File: config.mk
export PLATFORM = sky130hd
export DESIGN_NAME = keypad_entry
export DESIGN_NICKNAME = d
export VERILOG_FILES = /design/src/rtl/keypad_pkg.sv /design/src/rtl/keypad_debounce.sv /design/src/rtl/keypad_entry.sv
export SDC_FILE = /design/constraint.sdc
export NUM_CORES = 1
export LEC_CHECK = 0
export BUFFER_PORTS_ARGS = -buffer_cell sky130_fd_sc_hd__buf_2
export CAP_MARGIN = 20
export CORE_ASPECT_RATIO = 1.5
export CORE_MARGIN = 3
export CORE_UTILIZATION = 49
export CTS_BUF_LIST = sky130_fd_sc_hd__clkbuf_16
export CTS_CLUSTER_DIAMETER = 60
export DETAILED_ROUTE_END_ITERATION = 8
export GPL_TIMING_DRIVEN = 0
export HOLD_SLACK_MARGIN = 0.02
export PLACE_DENSITY = 0.68
export SYNTH_ARGS = -nofsm -noshare
export SYNTH_HDL_FRONTEND = slang
export SYNTH_SLANG_ARGS = --single-unit
File: constraint.sdc
create_clock -name clk -period 5.1 [get_ports clk]
set_input_delay 0.765 -clock clk [delete_from_list [all_inputs] [get_ports clk]]
set_output_delay 0.765 -clock clk [all_outputs]
set_load 0.03 [all_outputs]
File: src/rtl/keypad_pkg.sv
// Shared key codes, scan FSM state encoding and the keypad row/col-to-code table.
package keypad_pkg;

  localparam logic [3:0] KEY_STAR = 4'hE;
  localparam logic [3:0] KEY_HASH = 4'hF;

  typedef enum logic [1:0] {
    StScan,
    StDebounce,
    StHeld,
    StRelease
  } kp_state_e;

  // Layout: r0: 1 2 3 A | r1: 4 5 6 B | r2: 7 8 9 C | r3: * 0 # D
  function automatic logic [3:0] key_lookup(input logic [1:0] row, input logic [1:0] col);
    logic [3:0] code;
    code = 4'h0;
    unique case ({row, col})
      4'h0: code = 4'h1;
      4'h1: code = 4'h2;
      4'h2: code = 4'h3;
      4'h3: code = 4'hA;
      4'h4: code = 4'h4;
      4'h5: code = 4'h5;
      4'h6: code = 4'h6;
      4'h7: code = 4'hB;
      4'h8: code = 4'h7;
      4'h9: code = 4'h8;
      4'hA: code = 4'h9;
      4'hB: code = 4'hC;
      4'hC: code = KEY_STAR;
      4'hD: code = 4'h0;
      4'hE: code = KEY_HASH;
      4'hF: code = 4'hD;
    endcase
    return code;
  endfunction

endpackage

File: src/rtl/keypad_debounce.sv
// Row synchronizer, per-frame key evaluation and the press/release debounce FSM.
// Emits a one-cycle accept strobe with the accepted key code held until the next accept.
module keypad_debounce
  import keypad_pkg::*;
#(
  parameter int unsigned DEBOUNCE_CNT = 4
) (
  input  logic       clk,
  input  logic       rst,
  input  logic [3:0] row_in,
  input  logic       slot_end,
  input  logic [1:0] col_idx,
  output logic       accept,
  output logic [3:0] code,
  output logic       busy
);

  localparam int unsigned CW = (DEBOUNCE_CNT < 2) ? 1 : $clog2(DEBOUNCE_CNT + 1);

  logic [3:0]    row_meta_q, row_sync_q;
  logic [1:0]    hits_q, hits_d;
  logic [3:0]    fcode_q, fcode_d;
  logic [2:0]    slot_hits;
  logic [3:0]    slot_code, tot, frame_kcode;
  logic          frame_done, frame_key;
  kp_state_e     state_q, state_d;
  logic [CW-1:0] cnt_q, cnt_d;
  logic [3:0]    cand_q, cand_d, code_q, code_d;
  logic          accept_q, accept_d;
  logic          cnt_last;

  always_comb begin
    slot_hits = 3'd0;
    slot_code = 4'h0;
    for (int r = 0; r < 4; r++) begin
      if (!row_sync_q[r]) begin
        slot_hits = slot_hits + 3'd1;
        slot_code = key_lookup(2'(r), col_idx);
      end
    end
  end

  // Crossings accumulate over the four slots; two or more is a ghost and reads as no key.
  assign tot         = {2'b00, hits_q} + {1'b0, slot_hits};
  assign frame_done  = slot_end && (col_idx == 2'd3);
  assign frame_key   = frame_done && (tot == 4'd1);
  assign frame_kcode = (slot_hits == 3'd1) ? slot_code : fcode_q;

  always_comb begin
    hits_d  = hits_q;
    fcode_d = fcode_q;
    if (slot_end) begin
      if (frame_done) begin
        hits_d  = 2'd0;
        fcode_d = 4'h0;
      end else begin
        hits_d  = (tot >= 4'd2) ? 2'd2 : tot[1:0];
        fcode_d = frame_kcode;
      end
    end
  end

  assign cnt_last = (32'(cnt_q) + 32'd1) == DEBOUNCE_CNT;

  always_comb begin
    state_d  = state_q;
    cnt_d    = cnt_q;
    cand_d   = cand_q;
    accept_d = 1'b0;
    if (frame_done) begin
      unique case (state_q)
        StScan: begin
          if (frame_key) begin
            cand_d = frame_kcode;
            cnt_d  = CW'(1);
            if (DEBOUNCE_CNT == 1) begin
              state_d  = StHeld;
              accept_d = 1'b1;
            end else begin
              state_d = StDebounce;
            end
          end
        end
        StDebounce: begin
          if (frame_key && (frame_kcode == cand_q)) begin
            if (cnt_last) begin
              state_d  = StHeld;
              accept_d = 1'b1;
            end else begin
              cnt_d = cnt_q + CW'(1);
            end
          end else begin
            state_d = StScan;
          end
        end
        StHeld: begin
          if (!frame_key) begin
            cnt_d   = CW'(1);
            state_d = (DEBOUNCE_CNT == 1) ? StScan : StRelease;
          end
        end
        StRelease: begin
          if (frame_key) begin
            state_d = StHeld;
          end else if (cnt_last) begin
            state_d = StScan;
          end else begin
            cnt_d = cnt_q + CW'(1);
          end
        end
        default: state_d = StScan;
      endcase
    end
  end

  assign code_d = accept_d ? cand_d : code_q;

  always_ff @(posedge clk) begin
    if (rst) begin
      row_meta_q <= 4'hF;
      row_sync_q <= 4'hF;
      hits_q     <= 2'd0;
      fcode_q    <= 4'h0;
      state_q    <= StScan;
      cnt_q      <= '0;
      cand_q     <= 4'h0;
      code_q     <= 4'h0;
      accept_q   <= 1'b0;
    end else begin
      row_meta_q <= row_in;
      row_sync_q <= row_meta_q;
      hits_q     <= hits_d;
      fcode_q    <= fcode_d;
      state_q    <= state_d;
      cnt_q      <= cnt_d;
      cand_q     <= cand_d;
      code_q     <= code_d;
      accept_q   <= accept_d;
    end
  end

  assign accept = accept_q;
  assign code   = code_q;
  assign busy   = (state_q != StScan);

endmodule

File: src/rtl/keypad_entry.sv
// 4x4 keypad front end: column scan, debounce and a 4-digit BCD entry register.
// Optional idle auto-clear of the entry when KEYPAD_TIMEOUT_EN is defined.
module keypad_entry
  import keypad_pkg::*;
#(
  parameter int unsigned SCAN_DIV     = 50000,
  parameter int unsigned DEBOUNCE_CNT = 4,
  parameter int unsigned TIMEOUT_CYC  = 250000000
) (
  input  logic        clk,
  input  logic        rst,
  input  logic [3:0]  row_in,
  output logic [3:0]  col_out,
  output logic        key_valid,
  output logic [3:0]  key_code,
  output logic [15:0] digits,
  output logic [2:0]  digit_count,
  output logic        enter,
  output logic        busy
);

  localparam int unsigned DW = $clog2(SCAN_DIV);

  logic [DW-1:0] div_q;
  logic [1:0]    col_q;
  logic          slot_end;
  logic          accept;
  logic [3:0]    code;
  logic [15:0]   digits_q, digits_d;
  logic [2:0]    count_q, count_d;

  assign slot_end = (div_q == DW'(SCAN_DIV - 1));

  always_ff @(posedge clk) begin
    if (rst) begin
      div_q <= '0;
      col_q <= 2'd0;
    end else if (slot_end) begin
      div_q <= '0;
      col_q <= col_q + 2'd1;
    end else begin
      div_q <= div_q + DW'(1);
    end
  end

  assign col_out = ~(4'b0001 << col_q);

  keypad_debounce #(
    .DEBOUNCE_CNT(DEBOUNCE_CNT)
  ) u_debounce (
    .clk     (clk),
    .rst     (rst),
    .row_in  (row_in),
    .slot_end(slot_end),
    .col_idx (col_q),
    .accept  (accept),
    .code    (code),
    .busy    (busy)
  );

`ifdef KEYPAD_TIMEOUT_EN
  localparam int unsigned TW = $clog2(TIMEOUT_CYC + 1);
  logic [TW-1:0] to_q, to_d;
  logic          to_run, to_hit;

  assign to_run = !busy && (count_q != 3'd0);
  assign to_hit = to_run && (to_q == TW'(TIMEOUT_CYC - 1));

  always_comb begin
    to_d = to_q;
    if (accept || to_hit) to_d = '0;
    else if (to_run)      to_d = to_q + TW'(1);
  end

  always_ff @(posedge clk) begin
    if (rst) to_q <= '0;
    else     to_q <= to_d;
  end
`else
  logic unused_timeout_cfg;
  assign unused_timeout_cfg = |TIMEOUT_CYC;
`endif

  always_comb begin
    digits_d = digits_q;
    count_d  = count_q;
    if (accept) begin
      if (code <= 4'd9) begin
        digits_d = {digits_q[11:0], code};
        count_d  = (count_q == 3'd4) ? 3'd4 : count_q + 3'd1;
      end else if (code == KEY_STAR) begin
        digits_d = 16'h0000;
        count_d  = 3'd0;
      end
    end
`ifdef KEYPAD_TIMEOUT_EN
    else if (to_hit) begin
      digits_d = 16'h0000;
      count_d  = 3'd0;
    end
`endif
  end

  always_ff @(posedge clk) begin
    if (rst) begin
      digits_q <= 16'h0000;
      count_q  <= 3'd0;
    end else begin
      digits_q <= digits_d;
      count_q  <= count_d;
    end
  end

  assign key_valid   = accept;
  assign key_code    = code;
  assign enter       = accept && (code == KEY_HASH);
  assign digits      = digits_q;
  assign digit_count = count_q;

endmodule

Yosys cells after proc, flatten, opt, wreduce, memory -nomap -nowiden
Index checks and enable logic that the tools add are counted.
{"block": "word_totals", "regBits": 65, "inputBits": 6, "word_cells": 99}
{"block": "classes", "n_addsub": 9, "n_lt_le_gt_ge": 2, "eq_ne": 20, "shifts": 1, "n_mux": 41, "n_bitwise": 1, "n_reduce_logical": 12}
{"cell": "$pmux W4 S4", "count": 4}
{"cell": "$mux W4", "count": 9}
{"cell": "$mux W3", "count": 11}
{"cell": "$eq A32 B3 Y1 const B", "count": 1}
{"cell": "$mux W16", "count": 2}
{"cell": "$add A16 B1 Y16 const B", "count": 1}
{"cell": "$eq A16 B16 Y1 const B", "count": 1}
{"cell": "$mux W2", "count": 8}
{"cell": "$add A3 B1 Y3 const B", "count": 4}
{"cell": "$pmux W3 S4", "count": 1}
{"cell": "$reduce_and A5 Y1", "count": 2}
{"cell": "$eq A2 B2 Y1 const B", "count": 4}
{"cell": "$eq A4 B4 Y1 const B", "count": 2}
{"cell": "$pmux W2 S4", "count": 1}
{"cell": "$mux W1", "count": 5}
{"cell": "$add A2 B3 Y4", "count": 1}
{"cell": "$add A3 B1 Y4 const B", "count": 1}
{"cell": "$eq A2 B1 Y1 const B", "count": 2}
{"cell": "$eq A4 B1 Y1 const B", "count": 1}
{"cell": "$eq A4 B4 Y1", "count": 1}
{"cell": "$ge A4 B2 Y1 const B", "count": 1}
{"cell": "$le A4 B4 Y1 const B", "count": 1}
{"cell": "$logic_and A1 B1 Y1", "count": 4}
{"cell": "$logic_not A2 Y1", "count": 2}
{"cell": "13 further kinds", "count": 16}

Longest topological paths before layout
{"block": "depth", "ltp_word": 14, "ltp_mapped": 16, "depth_no_buf": 16}

Cells and area by module
Synthesis repeated with hierarchy kept, for this count alone.
{"block": "unflattened", "hier_cells": 405, "hier_area_um2": 3532.1}
{"mod": "keypad_debounce", "n_inst": 1, "cells_per_inst": 224, "area_per_inst_um2": 1930.6, "seq_area_each_um2": 560.5}
{"mod": "keypad_entry", "n_inst": 1, "cells_per_inst": 181, "area_per_inst_um2": 1601.5, "seq_area_each_um2": 740.7}

Worst setup path after synthesis
No wires, ideal clock.
{"block": "synth_path", "kind": "reg-to-reg", "start": "register u_debounce.row_sync_q[1]", "end": "register u_debounce.code_q[0], in the netlist u_debounce.code[0]", "setup_time_ps": 123, "arrival_time_ps": 4075, "slack_ps": 902, "path_stages_with_launch": 14, "synth_period_minus_slack_ps": 4198, "cell_sequence": "dfxtp_1 > inv_1 > ha_1 > xnor2_1 > ha_1 > nor2b_1 > a31o_1 > fa_1 > and4b_1 > mux2i_1 > or4_1 > a2111o_1 > nor4_4 > mux2_1"}
{"block": "synth_between", "elab_chain_cells": 12, "word_cells_on_any_way": 21, "classes_between": "add/sub (3); eq/ne (3); mux (13); reduce/logical (2)"}
{"element": "start, declared", "line": "keypad_debounce.sv:20", "source": "logic [3:0] row_meta_q, row_sync_q;"}
{"element": "start signal, assigned", "line": "keypad_debounce.sv:131", "source": "row_sync_q <= row_meta_q;"}
{"element": "$mux W3", "line": "keypad_debounce.sv:36", "source": "if (!row_sync_q[r]) begin"}
{"element": "$add A3 B1 Y3", "line": "keypad_debounce.sv:37", "source": "slot_hits = slot_hits + 3'd1;"}
{"element": "$mux W3", "line": "keypad_debounce.sv:36"}
{"element": "$add A3 B1 Y3", "line": "keypad_debounce.sv:37"}
{"element": "$mux W3", "line": "keypad_debounce.sv:36"}
{"element": "$add A2 B3 Y4 / $eq A3 B1 Y1 (equally long branches)", "line": "keypad_debounce.sv:44, keypad_debounce.sv:47"}
{"element": "$eq A4 B1 Y1 / $mux W4 (equally long branches)", "line": "keypad_debounce.sv:46, keypad_debounce.sv:47"}
{"element": "$logic_and A1 B1 Y1 / $eq A4 B4 Y1 (equally long branches)", "line": "keypad_debounce.sv:46, keypad_debounce.sv:85"}
{"element": "$logic_and A1 B1 Y1", "line": "keypad_debounce.sv:85", "source": "if (frame_key && (frame_kcode == cand_q)) begin"}
{"element": "$mux W1", "line": "keypad_debounce.sv:85"}
{"element": "$mux W1", "line": "keypad_debounce.sv:71", "source": "unique case (state_q)"}
{"element": "$mux W1", "line": "keypad_debounce.sv:70", "source": "if (frame_done) begin"}
{"element": "end signal, assigned", "line": "keypad_debounce.sv:137", "source": "code_q <= code_d;"}
{"element": "end, declared", "line": "keypad_debounce.sv:28", "source": "logic [3:0] cand_q, cand_d, code_q, code_d;"}
Parallel ways exist; a longest one is shown, timed or not.
A chain may end at the register's enable or synchronous reset.

Worst setup path after layout
{"block": "layout_path", "start": "register u_debounce.row_sync_q[1]", "end": "register u_debounce.code_q[2], in the netlist u_debounce.code[2]"}
The elaborated chain is that of the path after synthesis.

==> impl_metrics.json <==
{
  "diodes": 0,
  "grt.overflow.total": 0,
  "finClkSkew_ns": 0.00738,
  "synth-edff-count": 0,
  "fin_ws_ns": 0.410,
  "synth.distinct_cells": 51,
  "crit_chain": "inv_1 -> ha_1 -> xnor2_1 -> ha_1 -> nor2b_1 -> a31o_1 -> fa_1 -> nor3b_1 -> mux2i_1 -> or4_1 -> a2111o_1 -> nor4_4 -> mux2_1",
  "die_w_um": 71.7,
  "grt_pass1_vias": 2575,
  "grt_max_degree": 11,
  "root_buffer": "clkbuf_16",
  "hold_path_class": "reg2reg",
  "grt_pass1_wl_um": 11400,
  "synth_compound_area_share_pct": 13.3,
  "cts_sinks": 65,
  "cts_made_buffers": 9,
  "rows": 35,
  "synth_top_family_by_area": "simple AND/OR/NAND/NOR gates",
  "cp_max_fo": 7,
  "synth.area.top_cells": "dfxtp_1, nor2_1, ha_1",
  "ir_drop_v": 0.000283,
  "muxShareOfSynthArea_pct": 4.70,
  "antenna_found_initial": 0,
  "fin_crit_sh_pct": 92.0,
  "dieArea_um2": 7490,
  "critPathSlowestCell": "or4_1",
  "ant_nets": 0,
  "cp-startpoint": "u_debounce.row_sync_q[1]",
  "synth_most_common_cell": "dfxtp_1",
  "route.vias.total": 2646,
  "synthAdderAreaFrac_pct": 6.95,
  "hold_viol_final": 0,
  "clkTransAtPathRegs_ns": 0.05,
  "yosys.area.top_type": "dfxtp_1",
  "layout_min_cycle_time_ns": 4.69,
  "setup.worst_path.end_class": "flip-flop",
  "synth_top_area_share_pct": 41.1,
  "crit_top_cell": "ha_1",
  "netlist_top_cells_count": "dfxtp_1, nor2_1, nand2_1",
  "syn_area_per_cell_um2": 8.85,
  "crit_required_ns": 5.30,
  "path_class": "reg2reg",
  "cts_htree_levels": 3,
  "dr.pass1.iters": 4,
  "synth_top_flop_cell": "dfxtp_1",
  "io_buffers": 34,
  "routed_wl_um": 6420,
  "setup.worst_path.start_class": "flip-flop",
  "yosys_warnings": 0,
  "cp_data_arrival_time_ns": 4.89,
  "ys_async_sr_fraction_pct": 0,
  "max_stage_delay_ns": 0.55,
  "final_cells": 481,
  "max_slew_margin_pct": 53.1,
  "postCtsSetupRepairBufs": 0,
  "power.total_mw": 1.19,
  "grt_use_total_pct": 18.6,
  "dp_cells": 466,
  "clockBufferDepth": 2,
  "tightest_slew_ns": 0.700,
  "r2r-start": "u_debounce.row_sync_q[1]",
  "holdWs_ns": 0.404,
  "holdCritStartpoint": "u_debounce.row_meta_q[1]",
  "slew_viol_final": 0,
  "seq_area_frac_synth_pct": 41.1,
  "core_area_um2": 6220,
  "place.gp.congestion": 0.828,
  "start_util_pct": 51.0,
  "leakagePower_nw": 1.58,
  "status": "finished clean",
  "syn_nets": 381,
  "rsz0062_at_grt": "false",
  "fmax_mhz": 213,
  "nets": 426,
  "drt_iter0_markers": 140,
  "max-cap-violations": 0,
  "fin_setup_tns_ns": 0,
  "path_buf_inv": 1,
  "synthesis.area_um2": 3170,
  "nFillCells": 579,
  "synthXorXnorAreaFrac_pct": 6.36,
  "clk_latency_ns": 0.33,
  "drive_above_1_share_pct": 15.0,
  "dp_slack_ns": 0.390,
  "drc": 0,
  "power.density_nw_per_um2": 319,
  "vias_per_cell": 5.50,
  "die_h_um": 105,
  "path_delay_family": "simple AND/OR/NAND/NOR gates",
  "cts_tree": "yes",
  "synth_simple_gate_area_share_pct": 24.2,
  "synthCells": 358,
  "holdBufCountCts": 0,
  "dp_hpwl_um": 4810,
  "setup-violations-final": 0,
  "wl_per_cell_um": 13.4,
  "io_pins": 36,
  "area_growth_pct": 17.8,
  "synth-seq-cells": 65,
  "cts_resized": 0
}
-- cell usage in the layout, fill, tap and decap left out, drive strengths merged, types with 2 or more instances in the layout --
| master | netlist | routed |
|---|---|---|
| ha | 16 | 16 |
| and3 | 10 | 10 |
| clkbuf | 11 | 20 |
| nand2 | 24 | 24 |
| a21oi | 9 | 9 |
| mux2i | 7 | 7 |
| nand4 | 4 | 4 |
| xor2 | 7 | 7 |
| nor4 | 2 | 2 |
| and2 | 3 | 3 |
| bufinv | 0 | 2 |
| mux2 | 7 | 7 |
| or4 | 2 | 2 |
| nor2b | 6 | 6 |
| nand3b | 3 | 3 |
| nor3 | 6 | 6 |
| nor2 | 54 | 54 |
| or2 | 9 | 9 |
| a22oi | 16 | 16 |
| nor3b | 3 | 3 |
| nand3 | 7 | 7 |
| nand2b | 3 | 3 |
| a31o | 2 | 2 |
| o21ai | 14 | 14 |
| or3 | 3 | 3 |
| xnor2 | 16 | 16 |
| and4 | 3 | 3 |
| a31oi | 3 | 3 |
| o21a | 2 | 2 |
| clkinv | 0 | 2 |
| nor4b | 2 | 2 |
| a211oi | 6 | 6 |
| buf | 3 | 37 |
| dfxtp | 65 | 65 |
| inv | 15 | 17 |
| nor4bb | 3 | 3 |
-- worst paths after layout --
check / to / slack, ns / cells past startpoint
worst max-delay path: u_debounce.code[2] / 0.41 / 13
worst min-delay path: u_debounce.row_sync_q[1] / 0.40 / 1
worst max register to register: u_debounce.code[2] / 0.41 / 13
worst min register to register: u_debounce.row_sync_q[1] / 0.40 / 1
-- power by group --
group / leakage (nW) / internal, mW / switching [mW]
Combinational: 0.894 / 0.0205 / 0.0311
Sequential: 0.526 / 0.514 / 0.00314
Clock: 0.155 / 0.418 / 0.203
Total: 1.58 / 0.952 / 0.238
-- cell type report --
| type | instances | area, um2 | area share, % |
|---|---|---|---|
| Sequential cell | 65 | 1300 | 34.9 |
| Clock inverter | 6 | 76.3 | 2.04 |
| Tap cell | 74 | 92.6 | 2.48 |
| Multi-Input combinational cell | 264 | 1760 | 47.1 |
| Inverter | 15 | 56.3 | 1.51 |
| Clock buffer | 9 | 225 | 6.03 |
| Buffer | 14 | 53.8 | 1.44 |
| Timing Repair Buffer | 34 | 170 | 4.56 |
-- layer usage --
layer	wire [um]	global-route usage (%)
met5	0	0
met2	3320	32.0
met4	132	8.20
met3	197	2.90
met1	2780	22.2
-- sequential cells by signal (all words and copies together), names as in the netlist, 3 cells and up --
| signal | flops |
|---|---|
| digits | 16 |
| div_q | 16 |
| u_debounce.cand_q | 4 |
| u_debounce.code | 4 |
| u_debounce.fcode_q | 4 |
| u_debounce.row_meta_q | 4 |
| u_debounce.row_sync_q | 4 |
| digit_count | 3 |
| u_debounce.cnt_q | 3 |
-- worst reg2reg max path, stage by stage, from the launching register on --
cell      delay, ns
dfxtp_1        0.41
inv_1          0.08
ha_1           0.34
xnor2_1        0.28
ha_1           0.28
nor2b_1        0.12
a31o_1         0.24
fa_1           0.53
nor3b_1        0.26
mux2i_1        0.21
or4_1          0.55
a2111o_1       0.49
nor4_4         0.40
mux2_1         0.38
-- cell families after synthesis --
kind of cell	Yosys count
AND/OR/NAND/NOR	148
flip-flops	65
AO/OA/AOI/OAI	62
buffers and inverters	29
XOR/XNOR	23
adder cells (fa/ha/maj)	17
multiplexers	14
-- stage by stage --
stage          area (um2)  util (%)
6_report             3730      60.0
5_1_grt              3730      60.0
4_1_cts              3730      60.0
3_5_place_dp         3430      55.2
3_3_place_gp         3430      55.2
2_1_floorplan        3170         -
No activity file was read; power rests on OpenSTA's default activity.
